`src/rtl/uart_fifo_ctrl_pkg.sv`:
```
// Shared UART controller definitions: register map, STATUS/CTRL bit positions,
// TX state encoding and the CTRL register layout.
package uart_fifo_ctrl_pkg;

  localparam logic [1:0] ADDR_STATUS = 2'd0;
  localparam logic [1:0] ADDR_DATA   = 2'd1;
  localparam logic [1:0] ADDR_CTRL   = 2'd2;
  localparam logic [1:0] ADDR_RSVD   = 2'd3;

  localparam int ST_IRQ_RX      = 0;
  localparam int ST_IRQ_TX      = 1;
  localparam int ST_RX_BUSY     = 2;
  localparam int ST_TX_BUSY     = 3;
  localparam int ST_RX_EMPTY    = 4;
  localparam int ST_RX_FULL     = 5;
  localparam int ST_TX_EMPTY    = 6;
  localparam int ST_TX_FULL     = 7;
  localparam int ST_RX_OVERRUN  = 8;
  localparam int ST_TX_OVERFLOW = 9;
  localparam int ST_RX_CNT_LSB  = 16;

  localparam int CT_RX_IE      = 0;
  localparam int CT_TX_IE      = 1;
  localparam int CT_RX_THR_EN  = 2;
  localparam int CT_RX_THR_LSB = 8;

  typedef enum logic {
    TX_IDLE = 1'b0,
    TX_WAIT = 1'b1
  } tx_state_t;

  typedef struct packed {
    logic [7:0] rx_thr;
    logic       rx_thr_en;
    logic       tx_ie;
    logic       rx_ie;
  } ctrl_t;

endpackage

```
`src/rtl/uart_fifo_ctrl_if.sv`:
```
// CPU-side register bus of the UART FIFO controller: strobes, address, data,
// ready and the combined interrupt line.
interface uart_fifo_ctrl_if;
  logic        cs_;
  logic        as_;
  logic        rw;
  logic [1:0]  addr;
  logic [31:0] wr_data;
  logic [31:0] rd_data;
  logic        rdy_;
  logic        irq;

  modport master (
    output cs_, as_, rw, addr, wr_data,
    input  rd_data, rdy_, irq
  );

  modport slave (
    input  cs_, as_, rw, addr, wr_data,
    output rd_data, rdy_, irq
  );
endinterface

```
`src/rtl/uart_fifo.sv`:
```
// Synchronous FIFO with first-word-fall-through read port and occupancy count.
// A push into a full FIFO is accepted only when a pop happens in the same cycle.
module uart_fifo #(
  parameter  int WIDTH = 8,
  parameter  int DEPTH = 16,
  localparam int PTR_W = $clog2(DEPTH),
  localparam int CNT_W = PTR_W + 1
) (
  input  logic             clk,
  input  logic             reset,
  input  logic             push,
  input  logic             pop,
  input  logic [WIDTH-1:0] wdata,
  output logic [WIDTH-1:0] rdata,
  output logic             empty,
  output logic             full,
  output logic [CNT_W-1:0] count
);

  logic [WIDTH-1:0] mem [DEPTH];
  logic [PTR_W-1:0] wr_ptr;
  logic [PTR_W-1:0] rd_ptr;
  logic             do_push;
  logic             do_pop;

  assign empty   = (count == '0);
  assign full    = (count == CNT_W'(DEPTH));
  assign do_pop  = pop && !empty;
  assign do_push = push && (!full || do_pop);
  assign rdata   = mem[rd_ptr];

  // NOTE: state registers use non-blocking assignments so every flop samples
  // the pre-edge values of its neighbours, independent of statement order.
  always_ff @(posedge clk) begin
    if (!reset) begin
      wr_ptr <= '0;
      rd_ptr <= '0;
      count  <= '0;
    end else begin
      if (do_push) wr_ptr <= wr_ptr + PTR_W'(1);
      if (do_pop)  rd_ptr <= rd_ptr + PTR_W'(1);
      count <= count + CNT_W'(do_push) - CNT_W'(do_pop);
    end
  end

  // NOTE: the storage array has no reset; pointers and count alone decide
  // which entries are valid, so stale contents are never observable.
  always_ff @(posedge clk) begin
    if (do_push) mem[wr_ptr] <= wdata;
  end

endmodule

```
`src/rtl/uart_fifo_ctrl.sv`:
```
// UART FIFO controller: CPU register block (STATUS/DATA/CTRL), RX and TX FIFOs,
// sticky interrupt/error flags and the TX hand-off state machine.
module uart_fifo_ctrl
  import uart_fifo_ctrl_pkg::*;
#(
  parameter int FIFO_DEPTH = 16,
  parameter int CNT_W      = 5
) (
  input  logic             clk,
  input  logic             reset,
  uart_fifo_ctrl_if.slave  bus,
  input  logic             rx_busy,
  input  logic             rx_end,
  input  logic [7:0]       rx_data,
  input  logic             tx_busy,
  input  logic             tx_end,
  output logic             tx_start,
  output logic [7:0]       tx_data
);

  logic             access, rd_acc, wr_acc;
  logic             status_wr, data_rd, data_wr, ctrl_wr;
  ctrl_t            ctrl;
  logic             irq_rx, irq_tx, rx_overrun, tx_overflow;
  logic             rx_push_ok, rx_pop_ok, rx_empty, rx_full;
  logic [7:0]       rx_rdata;
  logic [CNT_W-1:0] rx_count, rx_post_cnt;
  logic             tx_push_ok, tx_pop, tx_done, tx_empty, tx_full;
  logic [7:0]       tx_rdata;
  logic [CNT_W-1:0] tx_count_unused;
  logic             rx_irq_set, tx_irq_set, rx_ovr_set, tx_ovf_set;
  tx_state_t        tx_state, tx_state_d;
  logic [31:0]      status_word, ctrl_word, rd_mux;
  logic             unused_wr_hi;

  assign access    = !bus.cs_ && !bus.as_;
  assign rd_acc    = access && bus.rw;
  assign wr_acc    = access && !bus.rw;
  assign status_wr = wr_acc && (bus.addr == ADDR_STATUS);
  assign data_rd   = rd_acc && (bus.addr == ADDR_DATA);
  assign data_wr   = wr_acc && (bus.addr == ADDR_DATA);
  assign ctrl_wr   = wr_acc && (bus.addr == ADDR_CTRL);
  assign unused_wr_hi = ^bus.wr_data[31:16];

  // The threshold compares against the occupancy as it will be after this
  // cycle's push and pop have both taken effect.
  assign rx_pop_ok   = data_rd && !rx_empty;
  assign rx_push_ok  = rx_end && (!rx_full || rx_pop_ok);
  assign rx_post_cnt = rx_count + CNT_W'(rx_push_ok) - CNT_W'(rx_pop_ok);
  assign rx_irq_set  = rx_end &&
                       (!ctrl.rx_thr_en || (32'(rx_post_cnt) >= 32'(ctrl.rx_thr)));
  assign rx_ovr_set  = rx_end && rx_full && !rx_pop_ok;

  assign tx_push_ok  = data_wr && (!tx_full || tx_pop);
  assign tx_ovf_set  = data_wr && !tx_push_ok;
  assign tx_irq_set  = tx_done && tx_empty;

  uart_fifo #(.WIDTH(8), .DEPTH(FIFO_DEPTH)) u_rx_fifo (
    .clk   (clk),
    .reset (reset),
    .push  (rx_push_ok),
    .pop   (rx_pop_ok),
    .wdata (rx_data),
    .rdata (rx_rdata),
    .empty (rx_empty),
    .full  (rx_full),
    .count (rx_count)
  );

  uart_fifo #(.WIDTH(8), .DEPTH(FIFO_DEPTH)) u_tx_fifo (
    .clk   (clk),
    .reset (reset),
    .push  (tx_push_ok),
    .pop   (tx_pop),
    .wdata (bus.wr_data[7:0]),
    .rdata (tx_rdata),
    .empty (tx_empty),
    .full  (tx_full),
    .count (tx_count_unused)
  );

  // NOTE: every combinational output gets a default before the case so no
  // path leaves it unassigned and no latch is inferred.
  always_comb begin
    status_word                        = '0;
    status_word[ST_IRQ_RX]             = irq_rx;
    status_word[ST_IRQ_TX]             = irq_tx;
    status_word[ST_RX_BUSY]            = rx_busy;
    status_word[ST_TX_BUSY]            = tx_busy;
    status_word[ST_RX_EMPTY]           = rx_empty;
    status_word[ST_RX_FULL]            = rx_full;
    status_word[ST_TX_EMPTY]           = tx_empty;
    status_word[ST_TX_FULL]            = tx_full;
    status_word[ST_RX_OVERRUN]         = rx_overrun;
    status_word[ST_TX_OVERFLOW]        = tx_overflow;
    status_word[ST_RX_CNT_LSB +: 8]    = 8'(rx_count);

    ctrl_word                          = '0;
    ctrl_word[CT_RX_IE]                = ctrl.rx_ie;
    ctrl_word[CT_TX_IE]                = ctrl.tx_ie;
    ctrl_word[CT_RX_THR_EN]            = ctrl.rx_thr_en;
    ctrl_word[CT_RX_THR_LSB +: 8]      = ctrl.rx_thr;
  end

  always_comb begin
    rd_mux = '0;
    case (bus.addr)
      ADDR_STATUS: rd_mux = status_word;
      ADDR_DATA:   rd_mux = {24'h0, rx_empty ? 8'h00 : rx_rdata};
      ADDR_CTRL:   rd_mux = ctrl_word;
      ADDR_RSVD:   rd_mux = '0;
      default:     rd_mux = '0;
    endcase
  end

  // Sticky flags: a set event in the same cycle as a W1C clear wins.
  always_ff @(posedge clk) begin
    if (!reset) begin
      bus.rd_data <= '0;
      bus.rdy_    <= 1'b1;
      bus.irq     <= 1'b0;
      ctrl        <= '0;
      irq_rx      <= 1'b0;
      irq_tx      <= 1'b0;
      rx_overrun  <= 1'b0;
      tx_overflow <= 1'b0;
    end else begin
      bus.rdy_    <= !access;
      bus.rd_data <= rd_acc ? rd_mux : '0;
      bus.irq     <= (irq_rx & ctrl.rx_ie) | (irq_tx & ctrl.tx_ie) |
                     (rx_overrun & ctrl.rx_ie);
      if (ctrl_wr) begin
        ctrl.rx_ie     <= bus.wr_data[CT_RX_IE];
        ctrl.tx_ie     <= bus.wr_data[CT_TX_IE];
        ctrl.rx_thr_en <= bus.wr_data[CT_RX_THR_EN];
        ctrl.rx_thr    <= bus.wr_data[CT_RX_THR_LSB +: 8];
      end
      irq_rx      <= rx_irq_set | (irq_rx & !(status_wr && bus.wr_data[ST_IRQ_RX]));
      irq_tx      <= tx_irq_set | (irq_tx & !(status_wr && bus.wr_data[ST_IRQ_TX]));
      rx_overrun  <= rx_ovr_set |
                     (rx_overrun & !(status_wr && bus.wr_data[ST_RX_OVERRUN]));
      tx_overflow <= tx_ovf_set |
                     (tx_overflow & !(status_wr && bus.wr_data[ST_TX_OVERFLOW]));
    end
  end

  always_ff @(posedge clk) begin
    if (!reset) tx_state <= TX_IDLE;
    else        tx_state <= tx_state_d;
  end

  always_comb begin
    tx_state_d = tx_state;
    case (tx_state)
      TX_IDLE: if (!tx_empty && !tx_busy) tx_state_d = TX_WAIT;
      TX_WAIT: if (tx_end)                tx_state_d = TX_IDLE;
      default:                            tx_state_d = TX_IDLE;
    endcase
  end

  always_comb begin
    tx_pop  = 1'b0;
    tx_done = 1'b0;
    case (tx_state)
      TX_IDLE: tx_pop  = !tx_empty && !tx_busy;
      TX_WAIT: tx_done = tx_end;
      default: ;
    endcase
  end

  // tx_start is registered off the IDLE pop; the FSM then spends at least one
  // cycle in WAIT, so two starts can never be adjacent.
  always_ff @(posedge clk) begin
    if (!reset) begin
      tx_start <= 1'b0;
      tx_data  <= '0;
    end else begin
      tx_start <= tx_pop;
      if (tx_pop) tx_data <= tx_rdata;
    end
  end

endmodule

```
`src/flat_wrapper.sv`:
```
// flat-port wrapper written by rule: the top's interface ports become plain ports
module uart_fifo_ctrl_flat import uart_fifo_ctrl_pkg::*;
#(
  parameter int FIFO_DEPTH = 16,
  parameter int CNT_W      = 5
)
  (clk, reset, rx_busy, rx_end, rx_data, tx_busy, tx_end, tx_start, tx_data, bus_cs_, bus_as_, bus_rw, bus_addr, bus_wr_data, bus_rd_data, bus_rdy_, bus_irq);
  uart_fifo_ctrl_if bus_i ();
  input  logic clk;
  input  logic reset;
  input  logic rx_busy;
  input  logic rx_end;
  input  logic [7:0] rx_data;
  input  logic tx_busy;
  input  logic tx_end;
  output logic tx_start;
  output logic [7:0] tx_data;
  input wire logic [$bits(bus_i.cs_)-1:0] bus_cs_;
  input wire logic [$bits(bus_i.as_)-1:0] bus_as_;
  input wire logic [$bits(bus_i.rw)-1:0] bus_rw;
  input wire logic [$bits(bus_i.addr)-1:0] bus_addr;
  input wire logic [$bits(bus_i.wr_data)-1:0] bus_wr_data;
  output wire logic [$bits(bus_i.rd_data)-1:0] bus_rd_data;
  output wire logic [$bits(bus_i.rdy_)-1:0] bus_rdy_;
  output wire logic [$bits(bus_i.irq)-1:0] bus_irq;
  assign bus_i.cs_ = bus_cs_;
  assign bus_i.as_ = bus_as_;
  assign bus_i.rw = bus_rw;
  assign bus_i.addr = bus_addr;
  assign bus_i.wr_data = bus_wr_data;
  assign bus_rd_data = bus_i.rd_data;
  assign bus_rdy_ = bus_i.rdy_;
  assign bus_irq = bus_i.irq;
  uart_fifo_ctrl #(.FIFO_DEPTH(FIFO_DEPTH), .CNT_W(CNT_W)) u_core (.clk(clk), .reset(reset), .bus(bus_i), .rx_busy(rx_busy), .rx_end(rx_end), .rx_data(rx_data), .tx_busy(tx_busy), .tx_end(tx_end), .tx_start(tx_start), .tx_data(tx_data));
endmodule
```
`config.mk`:
```
export PLATFORM = sky130hd
export DESIGN_NAME = uart_fifo_ctrl_flat
export DESIGN_NICKNAME = d
export VERILOG_FILES = /design/src/rtl/uart_fifo_ctrl_pkg.sv /design/src/rtl/uart_fifo_ctrl_if.sv /design/src/rtl/uart_fifo.sv /design/src/rtl/uart_fifo_ctrl.sv /design/src/flat_wrapper.sv
export SDC_FILE = /design/constraint.sdc
export NUM_CORES = 1
export LEC_CHECK = 0
export ABC_AREA = 1
export BUFFER_PORTS_ARGS = -buffer_cell sky130_fd_sc_hd__buf_4
export CAP_MARGIN = 20
export CELL_PAD_IN_SITES_DETAIL_PLACEMENT = 2
export CELL_PAD_IN_SITES_GLOBAL_PLACEMENT = 2
export CORE_MARGIN = 10
export CORE_UTILIZATION = 39
export CTS_CLUSTER_DIAMETER = 30
export DETAILED_ROUTE_END_ITERATION = 6
export GPL_TIMING_DRIVEN = 0
export HOLD_SLACK_MARGIN = 0.05
export PLACE_DENSITY = 0.86
export SLEW_MARGIN = 0
export SYNTH_ARGS = -nofsm -noshare
export SYNTH_HDL_FRONTEND = slang
export SYNTH_HIERARCHICAL = 1
export SYNTH_SLANG_ARGS = --single-unit
```
`constraint.sdc`:
```
create_clock -name clk -period 3.6 [get_ports clk]
set_input_delay 0.54 -clock clk [delete_from_list [all_inputs] [get_ports clk]]
set_output_delay 0.54 -clock clk [all_outputs]
set_load 0.005 [all_outputs]
```
# Yosys cells after proc, flatten, opt, wreduce, memory -nomap -nowiden
# Memories as Yosys holds them, arrays and structs flattened. A register that Yosys moved wholly into a read port is not among the register bits.
# Index checks and enable logic that the tools add are counted.
totals:
  register_bits: 77
  latch_bits: 0
  mem_bits_rw: 256
  romBits: 0
  inputBits: 51
  out_inout_bits: 43
  word_cells: 114
  n_memories: 2
op_classes:
  n_addsub: 10
  multipliers: 0
  div_mod_pow: 0
  n_lt_le_gt_ge: 1
  eq_ne: 5
  shifts: 0
  n_mux: 13
  n_bitwise: 14
  n_reduce_logical: 50
memory_table:
  columns: ["name", "words", "word_bits", "read_ports", "rd_ports_with_merged_regs", "write_ports", "line", "rtl"]
  rows:
  - ["u_core.u_rx_fifo.mem", 16, 8, 1, 1, 1, "uart_fifo.sv:20", "logic [WIDTH-1:0] mem [DEPTH];"]
  - ["u_core.u_tx_fifo.mem", 16, 8, 1, 1, 1, "uart_fifo.sv:20", null]
ops:
  columns: ["op", "n"]
  rows:
  - ["$pmux W32 S4", 1]
  - ["$logic_and A1 B1 Y1", 24]
  - ["$logic_not A1 Y1", 17]
  - ["$add A4 B1 Y4 const B", 4]
  - ["$add A5 B1 Y5", 3]
  - ["$sub A5 B1 Y5", 3]
  - ["$eq A5 B5 Y1 const B", 2]
  - ["$logic_not A5 Y1", 2]
  - ["$ge A5 B8 Y1", 1]
  - ["$mux W1", 8]
  - ["$mux W4", 2]
  - ["$mux W8", 1]
  - ["$and A1 B1 Y1", 7]
  - ["$or A1 B1 Y1", 6]
  - ["$logic_or A1 B1 Y1", 5]
  - ["$eq A2 B2 Y1 const B", 2]
  - ["$eq A2 B1 Y1 const B", 1]
  - ["$logic_not A2 Y1", 1]
  - ["$pmux W1 S2", 1]
  - ["$reduce_and A2 Y1", 1]
  - ["$not A1 Y1", 1]

# Longest topological paths before layout
# Gate-level depths: netlist of the first run.
logic_depth:
  depth_word: 13
  depth_mapped: 22
  ltp_nobuf: 22

# Cells and area by module
# Netlist of the first run, hierarchy kept.
modules_own_cells:
  columns: ["mod", "instances", "cells_per_inst", "area_per_inst_um2", "seq_area_each_um2"]
  rows:
  - ["uart_fifo (u_core.u_rx_fifo)", 1, 651, 6470.0, 4184.0]
  - ["uart_fifo (u_core.u_tx_fifo)", 1, 651, 6465.0, 4184.0]
  - ["uart_fifo_ctrl", 1, 257, 2087.0, 960.9]

# Worst setup path before layout of the first run
# OpenSTA, ideal clock, no wires.
synth_path:
  kind: "register to register"
  from: "register u_core.u_tx_fifo.count[2]"
  to: "register u_core.u_tx_fifo.count[4]"
  setup_time_ps: 113
  arrival_ps: 2977
  t_required_ps: 3487
  slack_ps: 510
  stages_incl_launch_ff: 19
  path_buffers: 0
  synth_period_minus_slack_ps: 3090
  cell_sequence: "dfxtp_1 inv_1 ha_1 nand3_1 inv_1 nor3_4 inv_2 a21boi_0 nand2_2 ha_1 inv_1 ha_1 fa_1 nand2_1 nand2_1 a21oi_1 nand2_1 nand2_1 nor2_1"
synth_between:
  elab_chain_cells: 9
  word_cells_on_any_way: 13
  cone_classes: "2 x add/sub; 1 x eq/ne; 1 x mux; 9 x reduce/logical"
synth_lines:
  columns: ["item", "line", "rtl"]
  rows:
  - ["start, declared", "uart_fifo.sv:17", "output logic [CNT_W-1:0] count"]
  - ["start signal, assigned", "uart_fifo.sv:42", "count <= count + CNT_W'(do_push) - CNT_W'(do_pop);"]
  - ["$logic_not A5 Y1", "uart_fifo.sv:26", "assign empty = (count == '0);"]
  - ["net u_core.tx_empty", "uart_fifo_ctrl.sv:28", "logic tx_push_ok, tx_pop, tx_done, tx_empty, tx_full;"]
  - ["$logic_not A1 Y1", "uart_fifo_ctrl.sv:165", "TX_IDLE: tx_pop = !tx_empty && !tx_busy;"]
  - ["$logic_and A1 B1 Y1", "uart_fifo_ctrl.sv:165", null]
  - ["$mux W1", "uart_fifo_ctrl.sv:164", "case (tx_state)"]
  - ["net u_core.tx_pop", "uart_fifo_ctrl.sv:28", null]
  - ["$logic_or A1 B1 Y1", "uart_fifo_ctrl.sv:54", "assign tx_push_ok = data_wr && (!tx_full || tx_pop);"]
  - ["$logic_and A1 B1 Y1", "uart_fifo_ctrl.sv:54", null]
  - ["net u_core.tx_push_ok", "uart_fifo_ctrl.sv:28", null]
  - ["$logic_and A1 B1 Y1", "uart_fifo.sv:29", "assign do_push = push && (!full || do_pop);"]
  - ["$add A5 B1 Y5", "uart_fifo.sv:42", null]
  - ["$sub A5 B1 Y5", "uart_fifo.sv:42", null]
# The timed path passes the listed nets, and every way through them passes these cells.
# A chain may end at the register's enable or synchronous reset.

# Final worst setup path of the first run
layout_path:
  from: "register u_core.u_rx_fifo.count[3]"
  to: "register u_core.irq_rx"
layout_between:
  elab_chain_cells: 11
  word_cells_on_any_way: 13
  cone_classes: "2 x add/sub; 1 x order compare; 1 x eq/ne; 1 x bitwise; 8 x reduce/logical"
layout_lines:
  columns: ["item", "line", "rtl"]
  rows:
  - ["start, declared", "uart_fifo.sv:17", null]
  - ["start signal, assigned", "uart_fifo.sv:42", null]
  - ["$logic_not A5 Y1 (*)", "uart_fifo.sv:26", null]
  - ["net u_core.rx_empty", "uart_fifo_ctrl.sv:25", "logic rx_push_ok, rx_pop_ok, rx_empty, rx_full;"]
  - ["$logic_not A1 Y1 (*)", "uart_fifo_ctrl.sv:47", "assign rx_pop_ok = data_rd && !rx_empty;"]
  - ["$logic_and A1 B1 Y1 (*)", "uart_fifo_ctrl.sv:47", null]
  - ["net u_core.rx_pop_ok", "uart_fifo_ctrl.sv:25", null]
  - ["$logic_or A1 B1 Y1", "uart_fifo_ctrl.sv:48", "assign rx_push_ok = rx_end && (!rx_full || rx_pop_ok);"]
  - ["$logic_and A1 B1 Y1", "uart_fifo_ctrl.sv:48", null]
  - ["$add A5 B1 Y5", "uart_fifo_ctrl.sv:49", "assign rx_post_cnt = rx_count + CNT_W'(rx_push_ok) - CNT_W'(rx_pop_ok);"]
  - ["$sub A5 B1 Y5 (*)", "uart_fifo_ctrl.sv:49", null]
  - ["$ge A5 B8 Y1 (*)", "uart_fifo_ctrl.sv:51", "(!ctrl.rx_thr_en || (32'(rx_post_cnt) >= 32'(ctrl.rx_thr)));"]
  - ["$logic_or A1 B1 Y1 (*)", "uart_fifo_ctrl.sv:51", null]
  - ["$logic_and A1 B1 Y1 (*)", "uart_fifo_ctrl.sv:50", "assign rx_irq_set = rx_end &&"]
  - ["$or A1 B1 Y1 (*)", "uart_fifo_ctrl.sv:138", "irq_rx <= rx_irq_set | (irq_rx & !(status_wr && bus.wr_data[ST_IRQ_RX]));"]
  - ["end signal, assigned", "uart_fifo_ctrl.sv:138", null]
  - ["end, declared", "uart_fifo_ctrl.sv:24", "logic irq_rx, irq_tx, rx_overrun, tx_overflow;"]
# The timed path passes the listed nets; every way through them passes the cells marked *.

==> results.toml, run 1 <==
[outcome]
outcome = "complete, no violations"

[synth]
synth_seq_cells = 338
synth-edff-count = 256
synthXorXnorAreaFrac_pct = 0.700
ys.flop_type = "edfxtp_1"
synth.distinct_cells = 36
synth_seq_area_share_pct = 62.1
yosysTopAreaCell = "edfxtp_1"
synth_mux_area_share_pct = 0
yosysMostFrequentCell = "nand2_1"
avgSynthCellArea_um2 = 9.64
synth_cells = 1559
netlist_area_mm2 = 0.0150
synth_top_family_by_area = "simple AND/OR/NAND/NOR gates"
synthArstFlopShare_pct = 0
yosys.area_share.simple_pct = 21.5
synth_commonest_cells = "nand2_1, inv_1, edfxtp_1"
ys_warn_count = 6
synth_compound_area_share_pct = 2.57
synth_top_area_share_pct = 51.2
synth_fa_ha_area_share_pct = 3.07
synthTopCellsByArea = "edfxtp_1, dfxtp_1, nand2_1"

[worst_setup_path]
critical_path.max_fanout = 4
rrSetupSlack_ps = 50
r2r_start = "u_core/u_rx_fifo/count[3]"
crit_required_ps = 4090
critical_path_class = "flop to flop"
worstSetupStartpointType = "flop"
timing.rr.end = "u_core/irq_rx"
reg2reg_depth = 21
worstPathArrival_ps = 4040
worstSetupEndpointType = "flop"

[clocking]
htree_levels = 3
clkSinkCount = 338
ctsLongestPathBuffers = 3
cts_tree = "built"
clk_pin_slew_ps = 50
clkLatencyLatePin_ps = 620
numCtsBuffers = 79
cts-root-buf = "clkbuf_16"

[placed_design]
dp.cells = 2146
dpl_cell_area_mm2 = 0.0162
dpl_worst_slack_ps = -343
dp_hpwl_um = 36100
io_buffers = 66
gp_congestion = 0.828

[timing]
slew_violations = 0
fin_skew_ps = 45.5
worst_slack_ps = 46.2
tns_ps = 0
fmax_ghz = 0.281
slew_headroom_pct = 21.1
whs_ps = 174
period_share_pct = 98.7
min_period_ps = 3550
setup_viol = 0
worst-slew-pin-transition_ps = 1180
hold_violations = 0

[pwr]
total_leakage_power_nw = 8.20
intPower_mw = 10.2
power_frac_seq_pct = 30.1
pwr-share-comb_pct = 22.2
finalPower_mw = 15.3
p_sw_share_pct = 33.4
clockPowerShare_pct = 47.7
vdd_drop_max_mv = 0.630
switchingPower_mw = 5.10
cellPowerDensity_mw_per_mm2 = 805

[floorplanning]
start_util_pct = 39.7
num_rows = 71
die_height_um = 216
coreArea_mm2 = 0.0378
ios = 94
die-width_um = 216
die_area_mm2 = 0.0468

[drt]
wl_per_cell_um = 29.7
drtIter0Drc = 1116
detail-route-antenna-nets = 0
vias = 12778
wirelength_um = 68300
drt_pre_antenna_iters = 7
drc_errors = 0
drt-vias-per-instance = 5.56

[cells_and_area]
stdcell_count = 2297
nFillCells = 3926
syn_to_final_growth_pct = 26.1
finish.utilization_pct = 50.1
diodes = 0
final_nets = 1810
fin_area_mm2 = 0.0189
layout-drive-gt1-share_pct = 17.2

[grt]
grt_max_degree = 18
grtUsageTotal_pct = 28.5
antenna_found_initial = 0
grt_pass1_vias = 14728
grt_first_pass_wirelength_um = 99600
gr-total-overflow = 0

[hold_path]
worstHoldPathCells = 3
min_to = "u_core/bus.rdy_"
hold_start = "bus_as_"
hold_class = "primary input to flop"

[run]
cap_violations = 0
==> area by class of cell <==
type | count | area (um2) | share of cell area [%]
Multi-Input combinational cell | 889 | 4300 | 22.7
Tap cell | 511 | 639 | 3.37
Inverter | 272 | 1030 | 5.42
Clock buffer | 95 | 2100 | 11.1
Sequential cell | 338 | 9330 | 49.3
Buffer | 70 | 474 | 2.50
Timing Repair Buffer | 74 | 559 | 2.95
Clock inverter | 48 | 512 | 2.70
==> sequential cells by signal, indices dropped and copies added, names as in the netlist, 4 cells and up, named ones only <==
signal,flops
u_core/u_rx_fifo/wr_ptr,4
u_core/tx_data,8
u_core/ctrl,11
u_core/u_rx_fifo/rd_ptr,4
u_core/u_tx_fifo/rd_ptr,4
u_core/bus.rd_data,21
u_core/u_tx_fifo/mem,128
u_core/u_tx_fifo/count,5
u_core/u_rx_fifo/mem,128
u_core/u_tx_fifo/wr_ptr,4
u_core/u_rx_fifo/count,5
==> layout by cell type, fill, tap and decap left out, types with 2 or more instances in the layout <==
cell type   count
a21boi_4        2
a21oi_1        36
a21oi_2         3
a31oi_1         3
buf_2          29
buf_4          89
buf_6          16
bufinv_16       8
clkbuf_1       19
clkbuf_16      80
clkbuf_2        2
clkbuf_8        4
clkinv_1        9
clkinv_2        4
clkinv_4        3
clkinvlp_4     15
conb_1         11
dfxtp_1        79
dfxtp_2         3
edfxtp_1      256
fa_1            2
ha_1           30
inv_1         258
inv_2          12
inv_4           5
inv_6           5
nand2_1       425
nand2_2        10
nand3_1       215
nand3b_1        2
nand4_1         2
nor2_1         79
nor2_2          3
nor2_4          3
nor3_1         11
o21ai_0        27
o21ai_1         2
xnor2_1         3
xor2_1          9
==> cell families (layout without fill, tap and decap cells) <==
group                    after synthesis  after routing
adder cells (fa/ha/maj)               35             35
XOR/XNOR                              12             12
buffers and inverters                342            559
flip-flops                           338            338
other                                  1             11
AO/OA/AOI/OAI                         74             74
AND/OR/NAND/NOR                      757            757
==> critical path: stages (launching register included) <==
cell     delay, ps
dfxtp_2        340
inv_1          100
ha_2           250
nand3_1        160
inv_2          130
nor2_4          50
nand3_2        120
inv_2           80
ha_1           310
inv_1           60
ha_1           230
fa_2           420
xor2_1         190
ha_1           290
nand2_1         80
inv_1          120
nand2_1         90
nand2_1         70
nand2_1         50
nand2_1         90
nand2_1         60
a21oi_1        170
==> what timing repair did <==
action	4_1_cts	5_1_grt
setup buffers	2	6
setup endpoints to repair	265	3
pin swaps	2	3
hold buffers	0	0
resized for setup	13	9
==> routing by layer <==
metal	global-route usage (%)	vias to the layer above	share of wire, %
met2	50.9	605	51
met4	15.5	0	5.5
met3	5.29	238	5.6
met5	0	-	0
li1	-	5342	-
met1	31.4	6593	38
==> how the worst max path moves through the flow <==
stage	startpoint	slack, ps	end	depth (start not counted)
3_3_place_gp	u_core/u_rx_fifo/count[3]	-150	u_core/u_rx_fifo/count[4]	18
6_report	u_core/u_rx_fifo/count[3]	50	u_core/irq_rx	21
4_1_cts	u_core/u_rx_fifo/count[2]	9	u_core/u_rx_fifo/count[4]	20
2_1_floorplan	u_core/u_tx_fifo/count[2]	510	u_core/u_tx_fifo/count[4]	18
5_1_grt	u_core/u_rx_fifo/count[3]	-60	u_core/irq_rx	21
3_5_place_dp	u_core/u_tx_fifo/count[3]	-340	u_core/u_tx_fifo/count[4]	18
==> power groups by stage <==
| stage | logic (mW) | clock network, mW | registers (mW) |
|---|---|---|---|
| 2_1_floorplan | 1.78 | 0 | 4.58 |
| 3_3_place_gp | 2.56 | 0 | 4.60 |
| 3_5_place_dp | 2.78 | 0 | 4.62 |
| 4_1_cts | 3.23 | 7.33 | 4.58 |
| 5_1_grt | 3.60 | 7.51 | 4.61 |
| 6_report | 3.39 | 7.28 | 4.59 |
No activity file was read; power rests on OpenSTA's default activity.
==> run 2, diff against run 1 <==
--- a/config.mk
+++ b/config.mk
@@ -5,18 +5,17 @@
 export SDC_FILE = /design/constraint.sdc
 export NUM_CORES = 1
 export LEC_CHECK = 0
-export ABC_AREA = 1
 export BUFFER_PORTS_ARGS = -buffer_cell sky130_fd_sc_hd__buf_4
 export CAP_MARGIN = 20
 export CELL_PAD_IN_SITES_DETAIL_PLACEMENT = 2
 export CELL_PAD_IN_SITES_GLOBAL_PLACEMENT = 2
 export CORE_MARGIN = 10
-export CORE_UTILIZATION = 39
+export CORE_UTILIZATION = 40
 export CTS_CLUSTER_DIAMETER = 30
 export DETAILED_ROUTE_END_ITERATION = 6
 export GPL_TIMING_DRIVEN = 0
 export HOLD_SLACK_MARGIN = 0.05
-export PLACE_DENSITY = 0.86
+export PLACE_DENSITY = 0.82
 export SLEW_MARGIN = 0
 export SYNTH_ARGS = -nofsm -noshare
 export SYNTH_HDL_FRONTEND = slang
==> constraint.sdc (replaced) <==
create_clock -name clk -period 3 [get_ports clk]
set_input_delay 0.45 -clock clk [delete_from_list [all_inputs] [get_ports clk]]
set_output_delay 0.45 -clock clk [all_outputs]
set_load 0.005 [all_outputs]
==> run 2 against run 1 <==
  * Clock power rose by 27%
  * The run now ends with negative setup slack left
  * Non-clock buffer count rose by 17
  * Worst setup slack got worse by 700 ps
  * Critical path depth fell by 3
  * Synthesized area fell by 7.8%
  * Power rose by 20%
  * First-iteration DRC count fell by 31%
  * Final area fell by 1.9%
  * Largest cell class unchanged
  * Global-route usage fell by 3.5 points
==> results.toml, run 2 <==
[drt]
drt-vias-per-instance = 5.87
drc_errors = 0
drtIter0Drc = 773
vias = 9312
drt_pre_antenna_iters = 5
met1_length_um = 20700
wl_per_cell_um = 34.6
met2_length_um = 29000
dr_wl_met3_um = 2640
detail-route-antenna-nets = 0
wirelength_um = 54900
top_layer = "met4"

[synth]
avgSynthCellArea_um2 = 16.1
synth-edff-count = 256
synth_cells = 862
synthArstFlopShare_pct = 0
synthTopCellsByArea = "edfxtp_1, dfxtp_1, mux4_2"
netlist_area_mm2 = 0.0138
ys.flop_type = "edfxtp_1"
synth_seq_cells = 338
yosysTopAreaCell = "edfxtp_1"
yosysMostFrequentCell = "edfxtp_1"
synth.distinct_cells = 48
ys_warn_count = 6
synth_top_area_share_pct = 55.5
synth_commonest_cells = "edfxtp_1, dfxtp_1, nand2_1"
synth_seq_area_share_pct = 67.4

[clocking]
clkLatencyLatePin_ps = 610
postCtsHoldBufs = 0
numCtsBuffers = 80
cts-root-buf = "clkbuf_16"
clk_pin_slew_ps = 60
cts_tree = "built"
ctsLongestPathBuffers = 3
clkSinkCount = 338
htree_levels = 3

[timing]
fmax_ghz = 0.273
hold_violations = 0
worst_slack_ps = -658
slew_headroom_pct = 45.9
setup_viol = 24
tns_ps = -3350
period_share_pct = 122
worst-slew-pin-transition_ps = 812
min_period_ps = 3660
fin_skew_ps = 36.3
slew_violations = 0
grt_setup_unrepaired = "true"

[cells_and_area]
layout-drive-gt1-share_pct = 35.5
final_common_cell = "edfxtp_1"
diodes = 0
syn_to_final_growth_pct = 34.3
final_nets = 1150
final_cell_mix = "edfxtp_1, buf_4, clkbuf_16"
seqCellArea_mm2 = 0.00934
nFillCells = 3040
finish.utilization_pct = 54.1
multi_input_area_mm2 = 0.00447
layout_top_registers = "u_core/u_rx_fifo/mem: 128 flops, u_core/u_tx_fifo/mem: 128 flops, u_core/bus.rd_data: 21 flops"

[worst_setup_path]
worstPathArrival_ps = 4130
reg2reg_depth = 18
crit_path_frequent_cell = "ha_4"
critical_path_class = "flop to flop"
worstSetupEndpointType = "flop"
crit_cells = 18
crit_buf_inv = 4
worstSetupStartpointType = "flop"
critical_path.max_fanout = 2
crit_required_ps = 3470
cp_slowest_cell = "or4b_4"
crit_chain = "inv_4 > ha_4 > or4b_4 > inv_4 > nor2_4 > nand4_1 > inv_2 > ha_4 > inv_2 > ha_4 > fa_2 > a21o_1 > a21oi_2 > xnor2_1 > ha_2 > a211o_1 > o221ai_2 > a21oi_2"
max_stage_delay_ps = 510
cp_top_family = "adder cells"

[pwr]
vdd_drop_max_mv = 0.957
total_leakage_power_nw = 6.64
cellPowerDensity_mw_per_mm2 = 985
finalPower_mw = 18.3

[grt]
gr-total-overflow = 0
grtUsageTotal_pct = 25.0
antenna_found_initial = 1
grt_first_pass_wirelength_um = 76500
grt_pass1_vias = 10434
grt_max_degree = 19

[floorplanning]
die_height_um = 206
die-width_um = 206
num_rows = 68
start_util_pct = 40.3
coreArea_mm2 = 0.0344
ios = 94
die_area_mm2 = 0.0425

[placed_design]
dp_hpwl_um = 27200
io_buffers = 65
gp_congestion = 0.781
dpl_worst_slack_ps = -681

[hold_path]
worstHoldPathCells = 2
hold_class = "primary input to flop"

[run]
cap_violations = 0

[outcome]
violations = "negative setup slack"
outcome = "finished with violations"
run 2: changes by cell type after synthesis, sizes merged, moves of 29 or more:
cell	before	now
nand2	436	59
inv	272	35
nand3	216	32
mux4	0	64
nor2	86	32
a22oi	0	36
and2	1	33
a21oi	39	10
run 2: worst register-to-register path, stage by stage (launching register included):
cell and delay, ps:
dfxtp_4 370, inv_4 80, ha_4 130, or4b_4 510, inv_4 90, nor2_4 40
nand4_1 120, inv_2 90, ha_4 270, inv_2 40, ha_4 160, fa_2 350
a21o_1 190, a21oi_2 170, xnor2_1 100, ha_2 190, a211o_1 290, o221ai_2 240
a21oi_2 110
run 2: area by class of cell:
cell class | instances | area share [%]
sequential | 338 | 50.2
multi-input combinational | 447 | 24.1
clock buffer | 95 | 11.6
timing repair buffer | 110 | 4.58
clock inverter | 54 | 3.49
tap | 455 | 3.06
buffer | 51 | 2.08
inverter | 36 | 0.861
run 2: logic make-up after synthesis:
family | synth area share [%]
fa+ha+maj | 3.33
simple gates | 7.92
xor+xnor | 1.27
other cells | 0.0271
mux | 11.5
compound gates | 5.06
buf+inv | 3.50
flops | 67.4
run 2: worst paths after layout:
kind,to,start,slack (ps)
setup reg to reg,u_core/irq_rx,u_core/u_rx_fifo/count[3],-660
setup / recovery,u_core/irq_rx,u_core/u_rx_fifo/count[3],-660
hold reg to reg,u_core/tx_data[6],u_core/tx_data[6],510
hold / removal,u_core/tx_overflow,bus_wr_data[9],120
run 2: what timing repair did:
action	4_1_cts	5_1_grt
endpoints found under the setup margin	203	218
pin swaps	25	25
resized for setup	45	53
buffers inserted	32	12
run 2: stage by stage:
| stage | cells | area [um2] | hold slack (ps) |
|---|---|---|---|
| after global placement | 1392 | 15100 | 452 |
| after detailed placement | 1396 | 15100 | 473 |
| final | 1586 | 18600 | 123 |
| after global routing | 1586 | 18600 | 124 |
| after floorplan | 872 | 14000 | 443 |
| after CTS | 1576 | 18300 | 89.2 |
run 2: power by group:
| part | internal [mW] | total (mW) | leakage, nW | switching (mW) |
|---|---|---|---|---|
| logic | 1.58 | 3.57 | 2.31 | 1.99 |
| registers | 5.26 | 5.45 | 2.97 | 0.195 |
| clock network | 6.15 | 9.28 | 1.36 | 3.13 |
| total | 13.0 | 18.3 | 6.64 | 5.32 |
run 2: metal layers:
metal	global-route usage [%]	up-vias
met1	28.4	4989
li1	-	3746
met3	4.64	134
met2	44.7	443
met5	0	-
met4	11.7	0
==> run 3, diff against run 2 <==
--- a/config.mk
+++ b/config.mk
@@ -16,6 +16,7 @@
 export GPL_TIMING_DRIVEN = 0
 export HOLD_SLACK_MARGIN = 0.05
 export PLACE_DENSITY = 0.82
+export SKIP_CTS_REPAIR_TIMING = 1
 export SLEW_MARGIN = 0
 export SYNTH_ARGS = -nofsm -noshare
 export SYNTH_HDL_FRONTEND = slang
==> run 3 against run 2 <==
  * The flow still finishes with violations (negative setup slack)
  * Sequential share of layout area increased by 0.41 points
  * Global-route usage down 2.7 points
  * Largest cell class unchanged
  * Power down 1.2%
==> results.toml, run 3 (synthesized netlist as in run 2, its figures left out) <==
[outcome]
outcome = "finished with violations"
violations = "negative setup slack"

[worst_setup_path]
worstPathArrival_ps = 4490
critical_path_class = "flop to flop"
crit_required_ps = 3450
reg2reg_depth = 18
max_stage_delay_ps = 530
cp_slowest_cell = "or4b_4"
critical_path.max_fanout = 5
crit_cells = 18
crit_chain = "inv_4 > ha_4 > or4b_4 > inv_4 > nor2_4 > nand4_1 > inv_4 > ha_4 > inv_2 > ha_4 > fa_2 > a21o_1 > a21oi_2 > xnor2_1 > ha_2 > a211o_1 > o221ai_2 > a21oi_2"
worstSetupStartpointType = "flop"
worstSetupEndpointType = "flop"
crit_buf_inv = 4
cp_top_family = "adder cells"

[cells_and_area]
seqCellArea_mm2 = 0.00934
layout-drive-gt1-share_pct = 34.8
final_nets = 1145
final_cell_mix = "edfxtp_1, buf_4, clkbuf_16"
fin_area_mm2 = 0.0184
finish.utilization_pct = 53.7
layout_top_registers = "u_core/u_rx_fifo/mem: 128 flops, u_core/u_tx_fifo/mem: 128 flops, u_core/bus.rd_data: 21 flops"
nFillCells = 3041
multi_input_area_mm2 = 0.00439
syn_to_final_growth_pct = 33.2
final_common_cell = "edfxtp_1"

[pwr]
p_sw_share_pct = 28.7
finalPower_mw = 18.1
intPower_mw = 12.9
clockPowerShare_pct = 51.1
cellPowerDensity_mw_per_mm2 = 981
vdd_drop_max_mv = 0.936
pwr-share-comb_pct = 18.8
power_frac_seq_pct = 30.1
switchingPower_mw = 5.19
total_leakage_power_nw = 6.61

[timing]
worst-slew-pin-transition_ps = 921
grt_setup_unrepaired = "true"
hold_violations = 0
fmax_ghz = 0.247
slew_headroom_pct = 38.6
worst_slack_ps = -1050
setup_viol = 133
fin_skew_ps = 33.6
period_share_pct = 135
slew_violations = 0
min_period_ps = 4050
whs_ps = 115

[floorplanning]
num_rows = 68
die_area_mm2 = 0.0425
die-width_um = 206
die_height_um = 206
ios = 94
start_util_pct = 40.3
coreArea_mm2 = 0.0344

[drt]
vias = 9181
wirelength_um = 53200
drc_errors = 0
drt-vias-per-instance = 5.80
drt_pre_antenna_iters = 6
wl_per_cell_um = 33.6
detail-route-antenna-nets = 0
drtIter0Drc = 751

[grt]
gr-total-overflow = 0
grtUsageTotal_pct = 22.3
grt_first_pass_wirelength_um = 68800
grt_pass1_vias = 9956
grt_max_degree = 19
antenna_found_initial = 1

[clocking]
cts-root-buf = "clkbuf_16"
clk_pin_slew_ps = 50
htree_levels = 3
clkLatencyLatePin_ps = 610
clkSinkCount = 338
cts_tree = "built"
ctsLongestPathBuffers = 3
numCtsBuffers = 80

[placed_design]
io_buffers = 65
gp_congestion = 0.781
dp_hpwl_um = 27200
dpl_cell_area_mm2 = 0.0151

[run]
cap_violations = 0

[hold_path]
worstHoldPathCells = 2
hold_class = "primary input to flop"
==> run 3: cell count changes in the layout (fill, tap and decap cells not counted), moves of 3 or more <==
| cell | before | now |
|---|---|---|
| and3_4 | 5 | 0 |
| buf_6 | 16 | 11 |
| nor2_4 | 6 | 1 |
| and3_2 | 4 | 8 |
| nor2_2 | 8 | 12 |
| buf_2 | 7 | 10 |
| buf_4 | 116 | 113 |
==> run 3: layout make-up <==
type	instances	area share (%)
inverters	36	0.841
flip-flops and latches	338	50.6
repair buffers	105	4.27
multi-input cells	447	23.8
clock buffers	95	11.7
well taps	455	3.09
plain buffers	51	2.07
clock inverters	54	3.52
diodes	1	0.0136
==> run 3: power groups by stage <==
stage          clock, mW  combinational, mW  sequential [mW]
6_report            9.24               3.40             5.45
5_1_grt             9.58               3.57             5.45
4_1_cts             9.27               2.68             5.43
2_1_floorplan          0               1.70             5.44
3_3_place_gp           0               2.30             5.47
3_5_place_dp           0               2.46             5.49
==> run 3: routing by layer <==
layer | wire length [um] | vias up | part of all wire [%] | global-route usage (%)
met5 | 0 | - | 0 | 0
met1 | 20100 | 4845 | 38 | 25.1
li1 | - | 3731 | - | -
met2 | 27900 | 457 | 52 | 39.6
met4 | 2360 | 0 | 4.4 | 10.3
met3 | 2870 | 148 | 5.4 | 4.83
==> run 3: final timing paths <==
| check | startpoint | end | slack (ps) |
|---|---|---|---|
| worst max register to register | u_core/u_rx_fifo/count[2] | u_core/irq_rx | -1050 |
| worst max-delay path | u_core/u_rx_fifo/count[2] | u_core/irq_rx | -1050 |
| worst min register to register | u_core/ctrl[10] | u_core/ctrl[10] | 500 |
| worst min-delay path | bus_wr_data[9] | u_core/tx_overflow | 110 |
==> run 3: per-stage QoR <==
step	instances	setup slack, ps	setup TNS, ps
CTS	1545	-893	-24600
global placement	1392	-592	-20590
finish	1582	-1050	-7910
floorplan	872	-260	-773
global route	1581	-1120	-22230
detailed placement	1396	-681	-6870
